$ cat src/rtl/fetch_sequencer.sv
// Instruction-fetch controller: owns the PC, drives the ROM address and registers
// the returned word for decode, with stall, branch redirect, halt and retire count.
module fetch_sequencer #(
  parameter int A  = 12,
  parameter int W  = 10,
  parameter int OW = 8
) (
  input  logic          Clk,
  input  logic          Reset_n,
  input  logic          Start,
  input  logic [A-1:0]  StartAddr,
  input  logic [W-1:0]  InstIn,
  input  logic          Stall,
  input  logic          BranchEn,
  input  logic          BranchRel,
  input  logic [A-1:0]  Target,
  input  logic [OW-1:0] Offset,
  input  logic          Halt,
  output logic [A-1:0]  InstAddress,
  output logic [W-1:0]  Inst,
  output logic [A-1:0]  InstPc,
  output logic          InstValid,
  output logic          Busy,
  output logic          Done,
  output logic [15:0]   InstCount
);

  typedef enum logic [1:0] {S_IDLE, S_RUN, S_DONE} state_e;

  state_e         state_q, state_d;
  logic [A-1:0]   pc_q, pc_d;
  logic [W-1:0]   inst_q, inst_d;
  logic [A-1:0]   ipc_q, ipc_d;
  logic           vld_q, vld_d;
  logic [15:0]    cnt_q, cnt_d;
  logic [A-1:0]   br_tgt;

  // Relative target is taken from the IR's own address, not the fetch PC.
  assign br_tgt = BranchRel ? ipc_q + {{(A-OW){Offset[OW-1]}}, Offset} : Target;

  always_ff @(posedge Clk or negedge Reset_n) begin
    if (!Reset_n) begin
      state_q <= S_IDLE;
      pc_q    <= '0;
      inst_q  <= '0;
      ipc_q   <= '0;
      vld_q   <= 1'b0;
      cnt_q   <= '0;
    end else begin
      state_q <= state_d;
      pc_q    <= pc_d;
      inst_q  <= inst_d;
      ipc_q   <= ipc_d;
      vld_q   <= vld_d;
      cnt_q   <= cnt_d;
    end
  end

  always_comb begin
    state_d = state_q;
    pc_d    = pc_q;
    inst_d  = inst_q;
    ipc_d   = ipc_q;
    vld_d   = vld_q;
    cnt_d   = cnt_q;
    unique case (state_q)
      S_IDLE, S_DONE: begin
        if (Start) begin
          state_d = S_RUN;
          pc_d    = StartAddr;
          vld_d   = 1'b0;
          cnt_d   = '0;
        end
      end
      S_RUN: begin
        if (Stall) begin
          // hold everything
        end else if (Halt && vld_q) begin
          state_d = S_DONE;
          vld_d   = 1'b0;
          pc_d    = ipc_q;
          cnt_d   = cnt_q + 16'd1;
        end else if (BranchEn && vld_q) begin
          // squash the sequential word already on the ROM bus
          pc_d    = br_tgt;
          vld_d   = 1'b0;
          cnt_d   = cnt_q + 16'd1;
        end else begin
          inst_d  = InstIn;
          ipc_d   = pc_q;
          vld_d   = 1'b1;
          pc_d    = pc_q + 1'b1;
          if (vld_q) cnt_d = cnt_q + 16'd1;
        end
      end
      default: state_d = S_IDLE;
    endcase
  end

  assign InstAddress = pc_q;
  assign Inst        = inst_q;
  assign InstPc      = ipc_q;
  assign InstValid   = vld_q;
  assign Busy        = (state_q == S_RUN);
  assign Done        = (state_q == S_DONE);
  assign InstCount   = cnt_q;

endmodule

$ cat config.mk
export PLATFORM = sky130hd
export DESIGN_NAME = fetch_sequencer
export DESIGN_NICKNAME = d
export VERILOG_FILES = /design/src/rtl/fetch_sequencer.sv
export SDC_FILE = /design/constraint.sdc
export NUM_CORES = 1
export LEC_CHECK = 0
export ABC_AREA = 1
export ABC_CLOCK_PERIOD_IN_PS = 2100
export CORE_MARGIN = 2
export CORE_UTILIZATION = 30
export CTS_BUF_LIST = sky130_fd_sc_hd__clkbuf_8 sky130_fd_sc_hd__clkbuf_16
export DETAILED_ROUTE_END_ITERATION = 12
export GPL_ROUTABILITY_DRIVEN = 0
export SYNTH_ARGS = -nofsm -noshare
export SYNTH_HDL_FRONTEND = slang
export SYNTH_SLANG_ARGS = --single-unit
$ cat constraint.sdc
create_clock -name Clk -period 2.1 [get_ports Clk]
set_input_delay 0.525 -clock Clk [delete_from_list [all_inputs] [get_ports Clk]]
set_output_delay 0.525 -clock Clk [all_outputs]
set_load 0.03 [all_outputs]
==> impl_metrics.toml <==
[synthesis]
synth_cells = 487
yosysTopAreaCell = "dfrtp_1"
synth.distinct_cells = 40
synth.avg_cell_area_um2 = 7.39
synth_nets = 550
ys_ff_latch = 53
synth_area_leaders = "dfrtp_1, nand2_1, nor2_1"
ys_warn_count = 0
synth_top_area_share_pct = 36.8
synth_area_mm2 = 0.00360
ys_seq_area_share_pct = 36.8

[placed_design]
hpwl_mm = 8.69
placedInstanceArea_mm2 = 0.00507
port_buffers = 101

[timing]
fin_crit_ns = 2.02
min_period_over_period_pct = 96.3
finalMaxSlewViolations = 0
clock_skew_ns = 0.00358
worstMarginPinSlew_ns = 0.400
relSlewSlack_pct = 73.1
tns_ns = 0
hold_viol_final = 0
setup_viol = 0
timing.fmax_ghz = 0.494

[final_layout]
layout-drive-gt1-share_pct = 15.9
finalNetCount = 692
fin_area_mm2 = 0.00540
diodes = 0
area_growth_pct = 50.1

[floorplan]
die-height_um = 114
fp.dieW_um = 114
io_pins = 102
start_util_pct = 30.3
die_area_mm2 = 0.0129
num_rows = 40
core-area_mm2 = 0.0119

[clock_network]
clock-sinks = 53
path_clk_slew_ns = 0.07
root_buffer = "clkbuf_16"
cts_tree = "done"
clk_path_buf_depth = 2
clock_latency_ns = 0.29
cts_buffers = 5
h-tree-depth = 2

[critical_path]
start_kind = "input pin"
worst_ep_arrival_time_ns = 2.24
required_ns = 2.32
critical_path_class = "in -> reg"
r2r-end = "InstAddress[4]"
r2r_cells = 10
end_kind = "register"
r2r_start = "InstPc[0]"
r2r_slack_ns = 0.17
critPathMaxFanout = 4

[global_route]
grt_pass1_vias = 3760
grt_pass1_wl_mm = 18.4
gr-total-overflow = 0
grt_usage_pct = 17.7
grt_max_degree = 39
antenna_found_initial = 0

[pwr]
power.share.clock_pct = 12.7
ir_drop_mv = 0.371
seqPwrFrac_pct = 24.3
power.switching_w = 0.00355
p_int_w = 0.00410
combPwrFrac_pct = 63.0
power.total_w = 0.00765
sw_frac_of_total_pct = 46.4
p_leak_nw = 2.51
powerDensity_mw_per_mm2 = 1420

[route]
vias = 3725
first_pass_iters = 4
postRouteAntennaNets = 0
drtIter0Drc = 194
remaining_drc_errors = 0
wl_mm = 11.3
wl_per_cell_um = 14.5
vias_per_cell = 4.79

[job]
max_cap_violations = 0

[status]
status = "finished, final reports clean"

[min_path]
hold_path_class = "in -> async"
==> final cells by class <==
type	instances	area, um^2
Timing Repair Buffer	145	1370
Fill cell	1170	6460
Clock buffer	6	139
Tap cell	147	184
Multi-Input combinational cell	363	2120
Clock inverter	2	37.5
Sequential cell	53	1330
Inverter	61	231
==> registers in the layout, indices dropped and copies added (netlist names) <==
name and cells:
InstAddress 12, Inst 10, state_q 2, InstValid 1, InstCount 16, InstPc 12
==> critical path, stage by stage <==
cell             delay, ns
clkdlybuf4s50_1       0.50
ha_4                  0.23
nand2_1               0.06
nand2_1               0.08
a21oi_2               0.18
buf_4                 0.12
nand3_1               0.08
nand3_1               0.09
nand2_1               0.10
nand2_1               0.08
nand2_1               0.06
a21oi_1               0.13
==> kinds of logic (layout without fill, tap and decap cells) <==
kind of cell / after synthesis / after routing / synth area share [%]
xor+xnor: 11 / 11 / 2.68
fa+ha+maj: 14 / 14 / 5.07
simple gates: 240 / 240 / 29.9
flops: 53 / 53 / 36.8
mux: 11 / 11 / 4.17
buf+inv: 71 / 214 / 7.79
compound gates: 87 / 87 / 13.5
==> synthesized netlist by cell type (all sizes together) <==
cell type    n
nand2      115
nor2        64
inv         60
dfrtp       53
nand3       39
o21ai       38
a21oi       36
ha          13
nor3        12
mux2        11
clkbuf       8
xor2         8
nand4        7
o211ai       3
xnor2        3
a31oi        2
buf          2
o221ai       2
or2          2
a211oi       1
a21o         1
clkinv       1
fa           1
nor3b        1
o211a        1
o21a         1
o21bai       1
o31ai        1
==> power by group through the flow <==
| stage | Combinational (W) | Clock, W | Sequential (W) |
|---|---|---|---|
| 2_1_floorplan | 0.00215 | 0 | 0.00243 |
| 3_5_place_dp | 0.00466 | 0 | 0.00185 |
| 3_3_place_gp | 0.00461 | 0 | 0.00184 |
| 5_1_grt | 0.00530 | 0.00104 | 0.00192 |
| 6_report | 0.00482 | 0.000975 | 0.00186 |
| 4_1_cts | 0.00472 | 0.00100 | 0.00183 |
==> worst max-delay path by stage <==
stage / start / endpoint / slack, ns / cells past startpoint
after global routing: Offset[4] / InstAddress[11] / -0.01 / 14
after global placement: Offset[0] / InstAddress[10] / -0.51 / 14
after CTS: InstAddress[0] / InstAddress[0] / 0.01 / 1
final: Offset[4] / InstAddress[7] / 0.08 / 12
after floorplan: Offset[0] / InstAddress[10] / 0.09 / 13
after detailed placement: Offset[0] / InstAddress[10] / -0.58 / 14
==> stage by stage <==
step | hold WS [ns] | utilization (%) | setup slack [ns] | cells
floorplan | 0.229 | - | 0.0923 | 487
global placement | 0.474 | 42.8 | -0.507 | 766
detailed placement | 0.486 | 42.8 | -0.576 | 766
CTS | 0.162 | 44.5 | 0.0104 | 775
global route | 0.173 | 45.5 | -0.0138 | 777
finish | 0.155 | 45.5 | 0.0769 | 777
==> placed cells by master, fill, tap and decap left out, types with 4 or more instances in the layout <==
master,n
nand2_1,109
clkdlybuf4s50_1,94
nor2_1,58
inv_1,57
dfrtp_1,52
buf_4,42
nand3_1,34
a21oi_1,33
o21ai_0,21
o21ai_1,16
nor3_1,11
xor2_1,8
mux2_4,7
nand4_1,7
nand2_2,6
ha_1,6
ha_4,6
clkbuf_16,5
mux2_2,4
==> routing by layer <==
metal | track usage [%] | routed length [um] | up-vias
met2 | 30.1 | 5420 | 96
met1 | 23.9 | 5200 | 1745
met3 | 3.03 | 603 | 8
met5 | 0 | 0 | -
li1 | - | - | 1876
met4 | 3.33 | 87 | 0
==> timing repair <==
action	CTS	global route
pin swaps	4	4
buffers inserted	1	2
endpoints found under the setup margin	7	9
hold buffers	0	0
gates cloned	0	0
gates resized for setup	10	15
(Power assumes the default switching activity.)
==> variant 1, RTL diff (same flow settings) <==
`pc_q` no longer has a reset.
--- a/src/rtl/fetch_sequencer.sv
+++ b/src/rtl/fetch_sequencer.sv
@@ -41,19 +41,21 @@
   always_ff @(posedge Clk or negedge Reset_n) begin
     if (!Reset_n) begin
       state_q <= S_IDLE;
-      pc_q    <= '0;
       inst_q  <= '0;
       ipc_q   <= '0;
       vld_q   <= 1'b0;
       cnt_q   <= '0;
     end else begin
       state_q <= state_d;
-      pc_q    <= pc_d;
       inst_q  <= inst_d;
       ipc_q   <= ipc_d;
       vld_q   <= vld_d;
       cnt_q   <= cnt_d;
     end
+  end
+
+  always_ff @(posedge Clk) begin
+    pc_q <= pc_d;
   end
 
   always_comb begin
Check against the original RTL: not equivalent (a bounded check fails within 4 cycles, from zero or initial values and one cycle with Reset_n low).
==> variant 1 against the unedited design <==
Power up 2.4%; register-to-register slack worse by 0.06 ns; worst setup slack worse by 0.040 ns; first-iteration DRC count up 35%; highest routed layer unchanged; design area up 1.4%; sequential share of layout area up 0.76 points; hold slack worse by 0.051 ns; via count up 4.6%; area after synthesis up 2.6%; global-route usage down 0.17 points; largest cell class unchanged; non-clock buffer count up 1; wire length up 2.9%; critical endpoint is now InstPc[5]; largest power group unchanged; critical path type is now reg -> out; sequential cell count unchanged.
==> variant 1: results (changes against the unedited design) <==
- Number of enable flip-flop cells after synthesis: 12 (+12)
- Max reg flops: 16 (unchanged)
- Clk_lat worst skew: 0.29 ns (about the same)
- Critical register-to-register path endpoint: InstAddress[6]
- Worst clock skew: 0.0103 ns (+0.00676 ns)
- Post-synth top cells: nand2_1, nor2_1, inv_1
- Layout Cells excl Fill: 798 (+2.7%)
- Vias per cell: 4.88 (+1.8%)
- Run status: complete, no violations
- Root buffer selected by CTS: clkbuf_16
- Share of synthesized flip-flops with an asynchronous set or reset: 77.4% (-23 points)
- Pleak: 0.00257 µW (+2.6%)
- Worst reg-to-reg setup slack: 0.11 ns (-0.06 ns)
- Final Slew Violations: 0 (unchanged)
- Placed cell area: 5150 µm² (+1.5%)
- Measured slew at the worst slew-check pin: 0.491 ns (+0.0914 ns)
- Number of warning messages in the yosys log: 0 (unchanged)
- Worst R2R Path Depth: 11 (+1)
- Net count, final: 713 (+3.0%)
- Post-CTS clock slew at the launch and capture registers of the worst setup and hold paths: 0.07 ns (about the same)
- Worst hold-check path type: in -> async
- Placed cell count: 787 (+2.7%)
- Fill cell count: 1,160 (-0.85%)
- Pre-CTS setup slack: -0.606 ns (-0.0301 ns)
- Cell internal power dissipation: 4200 µW (+2.4%)
- Number of global-route vias before repair: 3,853 (+2.5%)
- Largest net degree at the start of global routing: 23 (-41%)
- CTS buffer count: 5 (unchanged)
- H-tree Lvls: 2 (unchanged)
- CP peak stage delay: 0.67 ns (+0.17 ns)
- Fraction of final layout cells with drive strength greater than 1: 14.9% (-0.97 points)
- Total of buffers placed on input and output ports: 101 (unchanged)
- Post-synth top flop: dfrtp_1
- Ant diodes: 0 (unchanged)
- Sequential cell area fraction in the yosys report: 37.5% (+0.69 points)
- Antenna violations before repair: 1 (+1)
- Initial DRT Pass Iterations: 4 (unchanged)
- Leading post-synthesis cells by cell area: dfrtp_1, nand2_1, edfxtp_1
- Number of different library cells in the post-synthesis netlist: 37 (-7.5%)
- DRT Wirelength: 11,600 µm (+2.9%)
- Global router's overall resource usage: 17.5% (-0.17 points)
- Detailed router's first-iteration violation count: 261 (+35%)
- Critical register-to-register path startpoint: InstPc[1]
- Global-route wire length before repair: 18,600 µm (+0.82%)
- Final HPWL from detailed placement: 8950 µm (+2.9%)
- Total nets after synthesis: 573 (+4.2%)
- Critical path arrival: 1.54 ns (-0.70 ns)
- Critical-path cell with the highest stage delay: clkdlybuf4s50_1
- Maximum clock path buffer count: 2 (unchanged)
- Max IR drop VDD: 463 µV (+25%)
- Cell count after synthesis: 510 (+4.7%)
- CP top delay family: buffers and inverters
- Crit path max fanout: 3 (-1)
[variant 1: area by class of cell]
cell class,count,area share (%)
Timing Repair Buffer,146,25.0
Clock inverter,3,0.320
Multi-Input combinational cell,379,39.2
Inverter,65,4.52
Clock buffer,5,2.28
Tap cell,147,3.36
Sequential cell,53,25.3
[variant 1: cells by family (layout without fill, tap and decap cells)]
kind of cell | count (synthesis) | in the layout | share of synthesized area [%]
DFF | 53 | 53 | 37.5
xor gates and xnor gates | 12 | 12 | 2.85
buffers and inverters | 78 | 219 | 8.64
AOI/OAI and AO/OA | 64 | 64 | 9.89
muxes | 11 | 11 | 4.06
adders and majority gates | 14 | 14 | 4.95
and+or+nand+nor | 278 | 278 | 32.1
[variant 1: routing by layer]
layer | share of wire (%) | vias up | wire length (µm) | GRT usage, %
met2 | 47 | 130 | 5450 | 29.1
met1 | 46 | 1800 | 5310 | 23.6
li1 | - | 1950 | - | -
met3 | 6.1 | 15 | 711 | 3.22
met5 | 0 | - | 0 | 0
met4 | 1.4 | 0 | 159 | 4.42
[variant 1: stage by stage]
stage	hold slack [ns]	utilization, %
6_report	0.104	45.6
5_1_grt	0.112	45.6
4_1_cts	0.103	45.1
3_3_place_gp	0.425	42.9
3_5_place_dp	0.428	42.9
2_1_floorplan	0.229	-
[variant 1: what timing repair did]
| item | 4_1_cts | 5_1_grt |
|---|---|---|
| hold endpoints to repair | 0 | 0 |
| pin swaps | 9 | 8 |
| buffers inserted | 3 | 0 |
| gates resized for setup | 18 | 20 |
| setup endpoints to repair | 11 | 11 |
[variant 1: worst max-delay path by stage]
stage | from | to | slack [ns]
2_1_floorplan | Offset[0] | InstAddress[6] | 0.03
3_3_place_gp | Offset[0] | InstAddress[6] | -0.53
3_5_place_dp | Offset[0] | InstAddress[6] | -0.61
4_1_cts | Offset[4] | InstAddress[9] | 0.0007
5_1_grt | InstPc[5] | InstPc[5] | 0.01
6_report | InstPc[5] | InstPc[5] | 0.04
[variant 1: power groups by stage]
stage | Clock (µW) | Combinational [µW] | Sequential [µW]
2_1_floorplan | 0 | 2250 | 2550
4_1_cts | 855 | 5000 | 1930
5_1_grt | 877 | 5530 | 2000
3_5_place_dp | 0 | 4830 | 1930
6_report | 825 | 5070 | 1950
3_3_place_gp | 0 | 4770 | 1910
==> variant 2, RTL diff (same flow settings) <==
Made on the original files. The parameter `W` goes from 10 to 20.
--- a/src/rtl/fetch_sequencer.sv
+++ b/src/rtl/fetch_sequencer.sv
@@ -2,7 +2,7 @@
 // the returned word for decode, with stall, branch redirect, halt and retire count.
 module fetch_sequencer #(
   parameter int A  = 12,
-  parameter int W  = 10,
+  parameter int W  = 20,
   parameter int OW = 8
 ) (
   input  logic          Clk,
Interface: changed (resized Inst and InstIn); port bits go from 102 to 122. The function was not compared with the original's and may differ.
==> variant 2 against the unedited design <==
Wire length is 7.8% higher; area after synthesis grew 9.9%; worst setup slack got worse by 0.0080 ns; combinational power rose by 6.8%; sequential cell count grew 10; power grew 16%; critical path type is now reg -> out; design area rose by 11%.
==> variant 2: results (changes against the unedited design) <==
- Run status: complete, no violations
- Number of different library cells in the post-synthesis netlist: 38 (-5.0%)
- Multi-input gates: 377 (+3.9%)
- Power in sequential cells: 2210 µW (+19%)
- Cell internal power dissipation: 4890 µW (+19%)
- Global-route wire length before repair: 19,900 µm (+8.1%)
- Critical register-to-register path endpoint: InstAddress[7]
- Leading post-synthesis cells by cell area: dfrtp_1, nand2_1, inv_1
- Number of clock buffers in the layout: 11 (+5)
- Final worst path period need: 2.03 ns (+0.00799 ns)
- Post-synth top cells: nand2_1, dfrtp_1, inv_1
- Fraction of area in non-clock buffers: 25.0% (-0.31 points)
- Cell count after synthesis: 519 (+6.6%)
- Final HPWL from detailed placement: 9420 µm (+8.4%)
- Vias per cell: 4.66 (-2.7%)
- Critical register-to-register path startpoint: InstPc[5]
- Worst R2R Path Depth: 9 (-1)
- Total number of clock tree sinks: 63 (+19%)
- DRT Wirelength: 12,200 µm (+7.8%)
- Full die area: 14,100 µm² (+9.5%)
- Total nets after synthesis: 592 (+7.6%)
- Detail Route met3 WL: 787 µm (+31%)
- Power in the clock group: 1520 µW (+56%)
- Pleak: 0.00281 µW (+12%)
- Crit path max fanout: 3 (-1)
- Global router's overall resource usage: 17.5% (-0.14 points)
- Switching portion of total power: 44.9% (-1.5 points)
- Max IR drop VDD: 715 µV (+93%)
- CTS buffer count: 9 (+4)
- Worst clock skew: 0.00881 ns (+0.00523 ns)
- Sequential cell area fraction in the yosys report: 39.8% (+3.0 points)
- Total of buffers placed on input and output ports: 121 (+20%)
- Net count, final: 752 (+8.7%)
- Placed cell area: 5600 µm² (+10%)
- Fill cell count: 1,304 (+11%)
- Global routing usage on met3: 4.74% (+1.7 points)
- Number of signal-net inverters in the final layout: 69 (+13%)
- Length of routed wiring on met1: 5470 µm (+5.4%)
- Global routing met2 resource utilization: 28.3% (-1.8 points)
- Cts repair resizes: 4 (-6)
- Worst reg-to-reg setup slack: 0.28 ns (+0.11 ns)
- Register share of the cell area: 26.2% (+1.7 points)
- Post-CTS Setup Inserts: 0 (-1)
- Met2 routed wirelength: 5670 µm (+4.8%)
==> variant 2: changes by cell type in the layout (fill, tap and decap cells not counted), sizes merged, moves of 4 or more <==
cell,unedited run,this run
dfrtp,53,63
xor2,8,12
nand3,39,31
clkdlybuf4s50,94,114
clkbuf,6,11
mux2,11,20
inv,60,67
buf,45,39
o21ai,38,42
clkinv,1,5
nand2,115,124
==> variant 2: cells by family (layout without fill, tap and decap cells) <==
group                      count (synthesis)  in the layout
xor gates and xnor gates                  12             12
adders and majority gates                 14             14
muxes                                     20             20
and+or+nand+nor                          241            241
DFF                                       63             63
buffers and inverters                     79            244
AOI/OAI and AO/OA                         90             90
==> variant 2: worst reg2reg max path, delay by kind of cell (launching register included) <==
| family | cells | cell delay [ns] |
|---|---|---|
| xor gates and xnor gates | 1 | 0.15 |
| and+or+nand+nor | 5 | 0.49 |
| adders and majority gates | 1 | 0.35 |
| DFF | 1 | 0.44 |
| AOI/OAI and AO/OA | 2 | 0.30 |
